$ cat config.mk
export PLATFORM = sky130hd
export DESIGN_NAME = iq_quant_pack
export DESIGN_NICKNAME = d
export VERILOG_FILES = /design/src/rtl/iq_quant_pack_pkg.sv /design/src/rtl/iq_quant_lane.sv /design/src/rtl/iq_quant_pack.sv
export SDC_FILE = /design/constraint.sdc
export NUM_CORES = 1
export LEC_CHECK = 0
export ABC_AREA = 0
export CORE_UTILIZATION = 50
export CTS_CLUSTER_SIZE = 40
export DETAILED_ROUTE_END_ITERATION = 16
export PLACE_DENSITY = 0.86
export SYNTH_ARGS = -nofsm -noshare
export SYNTH_HDL_FRONTEND = slang
export SYNTH_HIERARCHICAL = 1
export SYNTH_SLANG_ARGS = --single-unit
$ cat constraint.sdc
create_clock -name clk -period 2.4 [get_ports clk]
set_input_delay 0.48 -clock clk [delete_from_list [all_inputs] [get_ports clk]]
set_output_delay 0.48 -clock clk [all_outputs]
set_load 0.02 [all_outputs]
$ cat src/rtl/iq_quant_pack_pkg.sv
// -----------------------------------------------------------------------------
// iq_quant_pack_pkg
// Shared types and elaboration helpers for the I/Q quantiser/packer.
//   comp_t         : one sc16 component (two's complement, 16 bits)
//   sc16_t         : one input beat, I in the upper half, Q in the lower half
//   lane_order_e   : placement of the first sample of a word
//   samps_per_word : OUT_WIDTH / (2*QBITS)
//   cnt_width      : lane counter width (at least 1 bit)
//   nsamps_width   : width of o_nsamps, wide enough to hold SAMPS_PER_WORD
//   cfg_ok         : legality check used at elaboration time
// -----------------------------------------------------------------------------
package iq_quant_pack_pkg;

  localparam int unsigned COMP_W    = 16;
  localparam int unsigned QBITS_MIN = 2;
  localparam int unsigned QBITS_MAX = 8;

  typedef logic [COMP_W-1:0] comp_t;

  typedef struct packed {
    comp_t i;
    comp_t q;
  } sc16_t;

  typedef enum logic {
    LANE_ORDER_LSB_FIRST = 1'b0,
    LANE_ORDER_MSB_FIRST = 1'b1
  } lane_order_e;

  function automatic int unsigned samps_per_word(input int unsigned out_w,
                                                 input int unsigned qbits);
    return out_w / (2 * qbits);
  endfunction

  function automatic int unsigned cnt_width(input int unsigned spw);
    return (spw > 1) ? $clog2(spw) : 1;
  endfunction

  function automatic int unsigned nsamps_width(input int unsigned spw);
    return $clog2(spw + 1);
  endfunction

  function automatic bit cfg_ok(input int unsigned in_w,
                                input int unsigned out_w,
                                input int unsigned qbits,
                                input int unsigned lsb_pos);
    bit ok;
    ok = 1'b1;
    if (in_w != 2 * COMP_W)                      ok = 1'b0;
    if (qbits < QBITS_MIN || qbits > QBITS_MAX)  ok = 1'b0;
    if ((out_w % (2 * qbits)) != 0)              ok = 1'b0;
    if (out_w < 2 * qbits)                       ok = 1'b0;
    // Highest kept magnitude bit must sit below the sign bit.
    if (lsb_pos + qbits - 2 > COMP_W - 2)        ok = 1'b0;
    return ok;
  endfunction

endpackage

$ cat src/rtl/iq_quant_lane.sv
// -----------------------------------------------------------------------------
// iq_quant_lane
// Combinational quantiser for one sc16 component.
//   comp : 16-bit two's complement component
//   q    : {comp[15], comp[LSB_POS+QBITS-2:LSB_POS]}
// Optional macro IQ_QUANT_PACK_SAT_EN: when the discarded bits
// [14:LSB_POS+QBITS-1] differ from the sign, the result saturates to the
// largest positive ({0,1..1}) or most negative ({1,0..0}) code.
// -----------------------------------------------------------------------------
module iq_quant_lane
  import iq_quant_pack_pkg::*;
#(
  parameter int unsigned QBITS   = 4,
  parameter int unsigned LSB_POS = 9
) (
  input  logic [COMP_W-1:0] comp,
  output logic [QBITS-1:0]  q
);

  // Bits below LSB_POS (and, without saturation, above the kept field) are
  // intentionally dropped.
  logic unused_comp;
  assign unused_comp = ^comp;

`ifdef IQ_QUANT_PACK_SAT_EN
  logic ovf;

  always_comb begin
    ovf = 1'b0;
    for (int unsigned b = LSB_POS + QBITS - 1; b < COMP_W - 1; b++) begin
      if (comp[b] != comp[COMP_W-1]) ovf = 1'b1;
    end
    q = {comp[COMP_W-1], comp[LSB_POS +: QBITS-1]};
    if (ovf) q = {comp[COMP_W-1], {(QBITS-1){~comp[COMP_W-1]}}};
  end
`else
  always_comb begin
    q = {comp[COMP_W-1], comp[LSB_POS +: QBITS-1]};
  end
`endif

endmodule

$ cat src/rtl/iq_quant_pack.sv
// -----------------------------------------------------------------------------
// iq_quant_pack
// Quantises sc16 samples to QBITS per component and packs SAMPS_PER_WORD
// lanes ({Iq,Qq}) into each OUT_WIDTH-bit word. A packet end (i_tlast)
// flushes a partial word, zero-padded, with o_nsamps giving the lane count.
// Optional macro IQ_QUANT_PACK_SAT_EN enables component saturation.
// Ports:
//   clk, reset_n (async, active-low), clear (sync flush of partial word)
//   i_tdata/i_tlast/i_tvalid/i_tready : sample stream in
//   o_tdata/o_tlast/o_tvalid/o_tready : packed word stream out
//   o_nsamps                          : valid lanes in o_tdata
// -----------------------------------------------------------------------------
module iq_quant_pack
  import iq_quant_pack_pkg::*;
#(
  parameter int unsigned IN_WIDTH  = 32,
  parameter int unsigned QBITS     = 4,
  parameter int unsigned LSB_POS   = 9,
  parameter int unsigned OUT_WIDTH = 32,
  parameter int unsigned MSB_FIRST = 1
) (
  input  logic                 clk,
  input  logic                 reset_n,
  input  logic                 clear,
  input  logic [IN_WIDTH-1:0]  i_tdata,
  input  logic                 i_tlast,
  input  logic                 i_tvalid,
  output logic                 i_tready,
  output logic [OUT_WIDTH-1:0] o_tdata,
  output logic                 o_tlast,
  output logic                 o_tvalid,
  input  logic                 o_tready,
  output logic [nsamps_width(samps_per_word(OUT_WIDTH, QBITS))-1:0] o_nsamps
);

  localparam int unsigned SPW = samps_per_word(OUT_WIDTH, QBITS);
  localparam int unsigned LW  = 2 * QBITS;
  localparam int unsigned CW  = cnt_width(SPW);
  localparam int unsigned NW  = nsamps_width(SPW);
  localparam lane_order_e ORDER = (MSB_FIRST != 0) ? LANE_ORDER_MSB_FIRST
                                                   : LANE_ORDER_LSB_FIRST;

  if (!cfg_ok(IN_WIDTH, OUT_WIDTH, QBITS, LSB_POS)) begin : g_cfg_err
    $error("iq_quant_pack: illegal IN_WIDTH/OUT_WIDTH/QBITS/LSB_POS combination");
  end

  sc16_t            beat;
  logic [QBITS-1:0] iq;
  logic [QBITS-1:0] qq;
  logic [LW-1:0]    lane;

  assign beat = sc16_t'(i_tdata);
  assign lane = {iq, qq};

  iq_quant_lane #(
    .QBITS   (QBITS),
    .LSB_POS (LSB_POS)
  ) u_lane_i (
    .comp (beat.i),
    .q    (iq)
  );

  iq_quant_lane #(
    .QBITS   (QBITS),
    .LSB_POS (LSB_POS)
  ) u_lane_q (
    .comp (beat.q),
    .q    (qq)
  );

  logic [CW-1:0]        cnt_q, cnt_d;
  logic [OUT_WIDTH-1:0] acc_q, acc_d;
  logic [OUT_WIDTH-1:0] o_data_q, o_data_d;
  logic                 o_last_q, o_last_d;
  logic                 o_valid_q, o_valid_d;
  logic [NW-1:0]        o_nsamps_q, o_nsamps_d;

  logic                 closing;
  logic                 accept;
  logic [CW-1:0]        pos;
  logic [OUT_WIDTH-1:0] merged;

  // Handshake: only a closing beat needs room in the output register.
  always_comb begin
    closing  = i_tlast | (cnt_q == CW'(SPW - 1));
    i_tready = closing ? (~o_valid_q | o_tready) : 1'b1;
    accept   = i_tvalid & i_tready;
  end

  // acc only ever holds written lanes; everything else is still zero from
  // the last flush, so merging the current lane yields a zero-padded word.
  always_comb begin
    pos    = (ORDER == LANE_ORDER_MSB_FIRST) ? (CW'(SPW - 1) - cnt_q) : cnt_q;
    merged = acc_q;
    for (int unsigned k = 0; k < SPW; k++) begin
      if (CW'(k) == pos) merged[k*LW +: LW] = lane;
    end
  end

  always_comb begin
    cnt_d      = cnt_q;
    acc_d      = acc_q;
    o_data_d   = o_data_q;
    o_last_d   = o_last_q;
    o_valid_d  = o_valid_q;
    o_nsamps_d = o_nsamps_q;

    if (o_valid_q & o_tready) o_valid_d = 1'b0;

    if (clear) begin
      cnt_d = '0;
      acc_d = '0;
    end else if (accept) begin
      if (closing) begin
        o_data_d   = merged;
        o_last_d   = i_tlast;
        o_valid_d  = 1'b1;
        o_nsamps_d = NW'(cnt_q) + NW'(1);
        cnt_d      = '0;
        acc_d      = '0;
      end else begin
        acc_d = merged;
        cnt_d = cnt_q + CW'(1);
      end
    end
  end

  always_ff @(posedge clk or negedge reset_n) begin
    if (!reset_n) begin
      cnt_q      <= '0;
      acc_q      <= '0;
      o_data_q   <= '0;
      o_last_q   <= 1'b0;
      o_valid_q  <= 1'b0;
      o_nsamps_q <= '0;
    end else begin
      cnt_q      <= cnt_d;
      acc_q      <= acc_d;
      o_data_q   <= o_data_d;
      o_last_q   <= o_last_d;
      o_valid_q  <= o_valid_d;
      o_nsamps_q <= o_nsamps_d;
    end
  end

  assign o_tdata  = o_data_q;
  assign o_tlast  = o_last_q;
  assign o_tvalid = o_valid_q;
  assign o_nsamps = o_nsamps_q;

endmodule

# After elaboration in Yosys (flattened, before gate mapping)
# Index checks and enable logic that the tools add are counted.
[totals] ff_bits=71 elab_cells=37
[classes] muxes=15 bitwise_logic=6 addsub=3 n_eq_ne=4 reduce_logical=3
[op_table] operator="32-bit 2-to-1 mux" n=3
[op_table] operator="8-bit 2-to-1 mux" n=4
[op_table] operator="2-bit 2-to-1 mux" n=3
[op_table] operator="1-bit 2-to-1 mux" n=5
[op_table] operator="2-bit == test, first input constant" n=2
[op_table] operator="2-bit by 1-bit adder with 3-bit output, second input constant" n=1
[op_table] operator="3-bit AND reduction" n=1
[op_table] operator="2-bit by 1-bit adder with 2-bit output, second input constant" n=1
[op_table] operator="1-bit AND" n=2
[op_table] operator="1-bit by 2-bit == test with 1-bit output, first input constant" n=1
[op_table] operator="2-bit == test, second input constant" n=1
[op_table] operator="2-bit logical NOT" n=1
[op_table] operator="1-bit NOT" n=2
[op_table] operator="1-bit bitwise OR" n=2
[op_table] operator="2-bit nonzero test" n=1
[op_table] operator="2-bit subtractor, first input constant" n=1

# Depth between registers and ports, before layout
# Gate-level depths: netlist (run 1).
[depth] depth_word=6 mapped_depth=8

# By module
# The synthesis (run 1) kept the hierarchy.
[modules_own_cells] mod="iq_quant_pack" instances=1 area_per_inst_um2=3235.6 seq_area_each_um2=1776.7 cells_each=244
[modules_own_cells] mod="iq_quant_lane" instances=2 area_per_inst_um2=30.0 seq_area_each_um2=0.0 cells_each=4

# Worst setup path before layout (run 1)
# OpenSTA, ideal clock, no wires.
[synth_path] path_kind="register to output" start="register cnt_q[0]" end="output port i_tready" setup_slack_ns=0.582 path_stages_with_launch=4 t_required_ns=1.920 path_buffers=1 arrival_time_ns=1.338 cell_sequence="dfrtp_1 -> ha_1 -> buf_2 -> o21ai_0"
[synth_between] elab_chain_len=3
[synth_rtl] element="start, declared" line="iq_quant_pack.sv:71" text="logic [CW-1:0] cnt_q, cnt_d;"
[synth_rtl] element="start signal, assigned" line="iq_quant_pack.sv:137" text="cnt_q <= cnt_d;"
[synth_rtl] element="2-bit == test" line="iq_quant_pack.sv:85" text="closing = i_tlast | (cnt_q == CW'(SPW - 1));"
[synth_rtl] element="1-bit bitwise OR" line="iq_quant_pack.sv:85"
[synth_rtl] element="1-bit 2-to-1 mux" line="iq_quant_pack.sv:86" text="i_tready = closing ? (~o_valid_q | o_tready) : 1'b1;"
[synth_rtl] element="end, declared" line="iq_quant_pack.sv:28" text="output logic i_tready,"
# Every way passes these cells.

# Final worst setup path (run 1)
[layout_path] start="input port o_tready" end="output port i_tready"
[layout_between] elab_chain_len=2
[layout_rtl] element="start, declared" line="iq_quant_pack.sv:32" text="input logic o_tready,"
[layout_rtl] element="1-bit bitwise OR" line="iq_quant_pack.sv:86"
[layout_rtl] element="1-bit 2-to-1 mux" line="iq_quant_pack.sv:86"
# Every way passes these cells.

==> flow_summary.json, run 1 <==
{
  "status": "finished clean",
  "grt_max_degree": 44,
  "avgSynthCellArea_um2": 13.1,
  "yosysUniqueCellTypes": 20,
  "worstMarginPinSlew_ns": 0.667,
  "dp_cells": 365,
  "syn_area_mm2": 0.00330,
  "area_growth_syn_to_layout_pct": 22.9,
  "dieArea_mm2": 0.00692,
  "ys_seq_area_frac": 0.539,
  "io_buffers": 51,
  "worstHoldPathType": "in -> async",
  "cts.clk_slew.worst_paths_ns": 0.07,
  "track_usage": 0.213,
  "skew_ns": 0.00794,
  "firstDrtPassIters": 4,
  "timing.critical_path.mode_cell": "clkdlybuf4s50_1",
  "core-area_mm2": 0.00635,
  "reg2reg_from": "cnt_q[0]",
  "ant_nets": 0,
  "wl_per_cell_um": 17.6,
  "diodes": 0,
  "utilization": 0.638,
  "vias": 2091,
  "post_cts_buffers": 0,
  "grt_pass1_vias": 2233,
  "clockBufferDepth": 2,
  "cap_violations": 0,
  "cellLeakagePower_nw": 1.87,
  "drt-total-wl_um": 6690,
  "critPathArrivalTime_ns": 1.78,
  "gr-total-overflow": 0,
  "hold_violations": 0,
  "cp-start-kind": "primary input",
  "clk_latency_ns": 0.34,
  "hold_buffers": 0,
  "multi_input_area_mm2": 0.00136,
  "reg2reg_slack_ns": 0.44,
  "crit_path_end_kind": "primary output",
  "cts_tree": "yes",
  "r2r_end": "acc_q[28]",
  "path_class": "in -> out",
  "p_per_area_mw_per_mm2": 666,
  "min_period_over_period": 0.940,
  "drtIter0Drc": 117,
  "setup_tns_ns": 0,
  "cp_slowest_cell": "clkdlybuf4s50_1",
  "finalMaxSlewViolations": 0,
  "synth-seq-cells": 71,
  "clkSinkCount": 71,
  "cp.required_ns": 1.92,
  "setup_viol": 0,
  "synth_nets": 294,
  "ioPinCount": 76,
  "fin_crit_ns": 2.26,
  "cts-root-buf": "clkbuf_8",
  "dpl.hpwl_um": 4420,
  "peakVddDrop_mv": 0.463,
  "yosys_warnings": 6,
  "fmax_mhz": 443,
  "rr_worst_depth": 5,
  "htree_levels": 3,
  "routed_via_density": 5.49,
  "drc": 0,
  "grt_antenna_before_repair": 0,
  "fp-row-count": 29,
  "cp_cell_sequence": "clkdlybuf4s50_1 -> nor2b_4 -> o21ai_0 -> clkdlybuf4s50_1",
  "path_max_fanout": 3,
  "rsz0062_at_grt": "false",
  "seq_area_mm2": 0.00178,
  "n_fill_cell": 479,
  "synthCells": 252,
  "final_layout_size_suffix_gt1_frac": 0.391,
  "layout.nets": 341,
  "die_h_um": 83.2,
  "grt_pass1_wl_um": 11500,
  "instances_no_fill": 381,
  "max_slew_margin": 0.555,
  "gp_congestion": 0.759,
  "numCtsBuffers": 9,
  "die_x_um": 83.2,
  "critPathMaxStageDelay_ns": 0.62,
  "start_util": 0.519
}
==> power breakdown <==
group          total (mW)  switching (mW)  internal, mW
clock network       0.935           0.426         0.508
registers            1.31          0.0393          1.27
logic               0.456           0.224         0.231
==> critical path, delay by kind of cell <==
| kind | cells | cell delay (ns) |
|---|---|---|
| AO/OA/AOI/OAI | 1 | 0.07 |
| buffers and inverters | 2 | 1.15 |
| AND/OR/NAND/NOR | 1 | 0.07 |
==> sequential cells by signal, summed over array words and instances (netlist names) <==
name	count
o_tvalid	1
o_tdata	32
o_tlast	1
o_nsamps	3
acc_q	32
cnt_q	2
==> final cells by class <==
cell class / instances / share of cell area
timing repair buffer: 61 / 0.153
clock buffer: 13 / 0.0368
tap: 77 / 0.0238
clock inverter: 3 / 0.0105
sequential: 71 / 0.439
multi-input combinational: 154 / 0.336
inverter: 2 / 0.00185
==> cell usage after synthesis, drive strengths merged <==
master | count | area share
buf | 20 | 0.042
nor3 | 1 | 0.0049
and2 | 8 | 0.015
dfrtp | 71 | 0.54
a32o | 2 | 0.0061
nand2b | 9 | 0.017
nor2b | 2 | 0.0038
inv | 2 | 0.0023
nand4bb | 3 | 0.010
o21ai | 4 | 0.0072
mux2 | 68 | 0.23
o21ba | 1 | 0.0030
a31o | 24 | 0.064
clkbuf | 5 | 0.0057
ha | 4 | 0.015
nor2 | 28 | 0.032
==> what timing repair did <==
action	in CTS	in global routing
setup endpoints to repair	1	1
pin swaps	0	0
resized for setup	1	1
==> placed cells by master (no fill, tap or decap), drive strengths merged <==
master	count
a31o	24
a32o	2
and2	8
buf	11
bufinv	1
clkbuf	13
clkdlybuf4s50	50
clkinv	1
clkinvlp	1
dfrtp	71
ha	4
inv	2
mux2	68
nand2b	9
nand4bb	3
nor2	28
nor2b	2
nor3	1
o21ai	4
o21ba	1
==> worst max path at each step <==
stage | from | end | slack, ns | depth (start not counted)
4_1_cts | o_tready | i_tready | 0.10 | 4
2_1_floorplan | cnt_q[0] | i_tready | 0.58 | 3
5_1_grt | cnt_q[0] | i_tready | 0.02 | 3
6_report | o_tready | i_tready | 0.14 | 4
3_3_place_gp | o_tready | i_tready | 0.06 | 4
3_5_place_dp | o_tready | i_tready | 0.003 | 4
==> through the flow <==
| step | hold slack, ns | cell area [um2] | power [mW] | setup slack, ns |
|---|---|---|---|---|
| floorplan | 0.184 | 3300 | 1.57 | 0.582 |
| global placement | 0.465 | 3850 | 1.78 | 0.0620 |
| detailed placement | 0.471 | 3850 | 1.79 | 0.00272 |
| CTS | 0.181 | 4050 | 2.73 | 0.102 |
| global route | 0.205 | 4050 | 2.81 | 0.0247 |
| finish | 0.165 | 4050 | 2.70 | 0.143 |
==> per-layer routing <==
metal,part of all wire,GRT usage,wire (um)
met5,0,0,0
met1,0.46,0.291,3110
met2,0.47,0.326,3140
met4,0.030,0.113,198
met3,0.037,0.0398,248
==> kinds of logic (layout without fill, tap and decap cells) <==
family          Yosys count  after routing  share of synthesized area
flops                    71             71                      0.539
mux                      68             68                      0.232
simple gates             51             51                     0.0831
compound gates           31             31                     0.0801
buf+inv                  27             79                     0.0501
fa+ha+maj                 4              4                     0.0152
Note: power is estimated with default switching activity, not from simulation.
==> inputs of run 2 (changes only) <==
CELL_PAD_IN_SITES_DETAIL_PLACEMENT = 1   (was not set)
CELL_PAD_IN_SITES_GLOBAL_PLACEMENT = 1   (was not set)
CORE_UTILIZATION = 40   (was 50)
==> run 2 against run 1 <==
Effect of this change: wire length increased by 8.5%; clock-buffer cell count is the same; flip-flop and latch count is the same; clock power shrank 11%; total power shrank 3.7%; final area is 0.12% higher; cell count rose by 7.1%; worst setup slack worse by 0.037 ns; fmax shrank 1.6%; critical path depth unchanged; combinational power grew 1%; critical path type unchanged.
==> flow_summary.json, run 2 (same netlist as run 1, synthesis figures left out) <==
{
  "worstMarginPinSlew_ns": 0.528,
  "cts_resized": 0,
  "ioPinCount": 76,
  "min_period_over_period": 0.956,
  "dieArea_mm2": 0.00861,
  "area_growth_syn_to_layout_pct": 23.1,
  "numCtsBuffers": 9,
  "skew_ns": 0.00960,
  "cellLeakagePower_nw": 1.87,
  "clk_latency_ns": 0.34,
  "gp_congestion": 0.742,
  "critPathArrivalTime_ns": 1.81,
  "cts-root-buf": "clkbuf_8",
  "dpl.hpwl_um": 5020,
  "track_usage": 0.187,
  "grt_pass1_wl_um": 12400,
  "wl_per_cell_um": 17.8,
  "routed_via_density": 5.23,
  "die_x_um": 92.8,
  "diodes": 0,
  "htree_levels": 3,
  "clkSinkCount": 71,
  "io_buffers": 51,
  "setup_tns_ns": 0,
  "grt_max_degree": 58,
  "layout_common_cells": "dfrtp_1, mux2_2, clkdlybuf4s50_1",
  "fin_crit_ns": 2.29,
  "post_cts_buffers": 0,
  "fmax_mhz": 436,
  "cts_tree": "yes",
  "firstDrtPassIters": 4,
  "cap_violations": 0,
  "crit_path_end_kind": "primary output",
  "status": "finished clean",
  "grt_pass1_vias": 2329,
  "p_per_area_mw_per_mm2": 640,
  "drtIter0Drc": 76,
  "max_slew_margin": 0.648,
  "fp-row-count": 32,
  "grt_antenna_before_repair": 0,
  "drt-total-wl_um": 7260,
  "final_layout_size_suffix_gt1_frac": 0.395,
  "rsz0062_at_grt": "false",
  "finalMaxSlewViolations": 0,
  "ant_nets": 0,
  "die_h_um": 92.8,
  "clockBufferDepth": 2,
  "drc": 0,
  "peakVddDrop_mv": 0.365,
  "core-area_mm2": 0.00785,
  "start_util": 0.420,
  "path_class": "in -> out",
  "layout.nets": 343,
  "hold_violations": 0,
  "setup_viol": 0,
  "n_fill_cell": 842,
  "cts.clk_slew.worst_paths_ns": 0.07,
  "path_max_fanout": 3,
  "cp.required_ns": 1.92,
  "gr-total-overflow": 0,
  "vias": 2133,
  "layout_commonest_cell": "dfrtp_1",
  "hold_buffers": 0,
  "utilization": 0.517,
  "worstHoldPathType": "in -> async",
  "total_power_mw": 2.60,
  "cp-start-kind": "primary input"
}
run 2: cell types whose count changed in the layout (fill, tap and decap cells not counted), sizes merged:
| cell | change |
|---|---|
| clkinvlp | -1 |
| buf | +2 |
| bufinv | -1 |
| clkinv | +2 |
run 2: critical path, cell delays in order:
cell and delay, ns:
clkdlybuf4s50_1 0.43, nor2b_2 0.23, o21ai_0 0.12, clkdlybuf4s50_1 0.55
run 2: final cells by class:
class	count	area [um2]	share of cell area
flip-flops and latches	71	1780	0.438
multi-input cells	154	1360	0.334
repair buffers	63	621	0.153
clock buffers	13	149	0.0367
well taps	102	128	0.0315
clock inverters	3	18.8	0.00463
inverters	2	7.51	0.00185
run 2: final timing paths:
check	startpoint	end	slack, ns	cells after the start
max in group asynchronous	reset_n	acc_q[15]	1.73	2
hold reg to reg	acc_q[5]	acc_q[5]	0.50	1
setup / recovery	o_tready	i_tready	0.11	4
min in group clk	acc_q[5]	acc_q[5]	0.50	1
setup reg to reg	cnt_q[0]	o_tdata[14]	0.48	6
hold / removal	reset_n	o_nsamps[1]	0.04	1
run 2: where the power goes:
| group | internal [mW] | switching, mW |
|---|---|---|
| Combinational | 0.232 | 0.230 |
| Clock | 0.403 | 0.426 |
| Sequential | 1.27 | 0.0380 |
run 2: stage by stage:
step / std cells / area, um2 / hold WS, ns / setup slack, ns
4_1_cts: 408 / 4050 / 0.0399 / 0.0164
3_3_place_gp: 392 / 3890 / 0.412 / 0.0576
6_report: 408 / 4060 / 0.0373 / 0.106
5_1_grt: 408 / 4060 / 0.0496 / 0.00175
3_5_place_dp: 392 / 3890 / 0.413 / 0.0224
2_1_floorplan: 252 / 3300 / 0.184 / 0.582
run 2: metal layers:
metal	routed length [um]	vias up	share of wire	GRT usage
li1	-	974	-	-
met1	3310	1100	0.46	0.253
met2	3580	48	0.49	0.300
met3	250	11	0.034	0.0402
met4	121	0	0.017	0.0615
met5	0	-	0	0
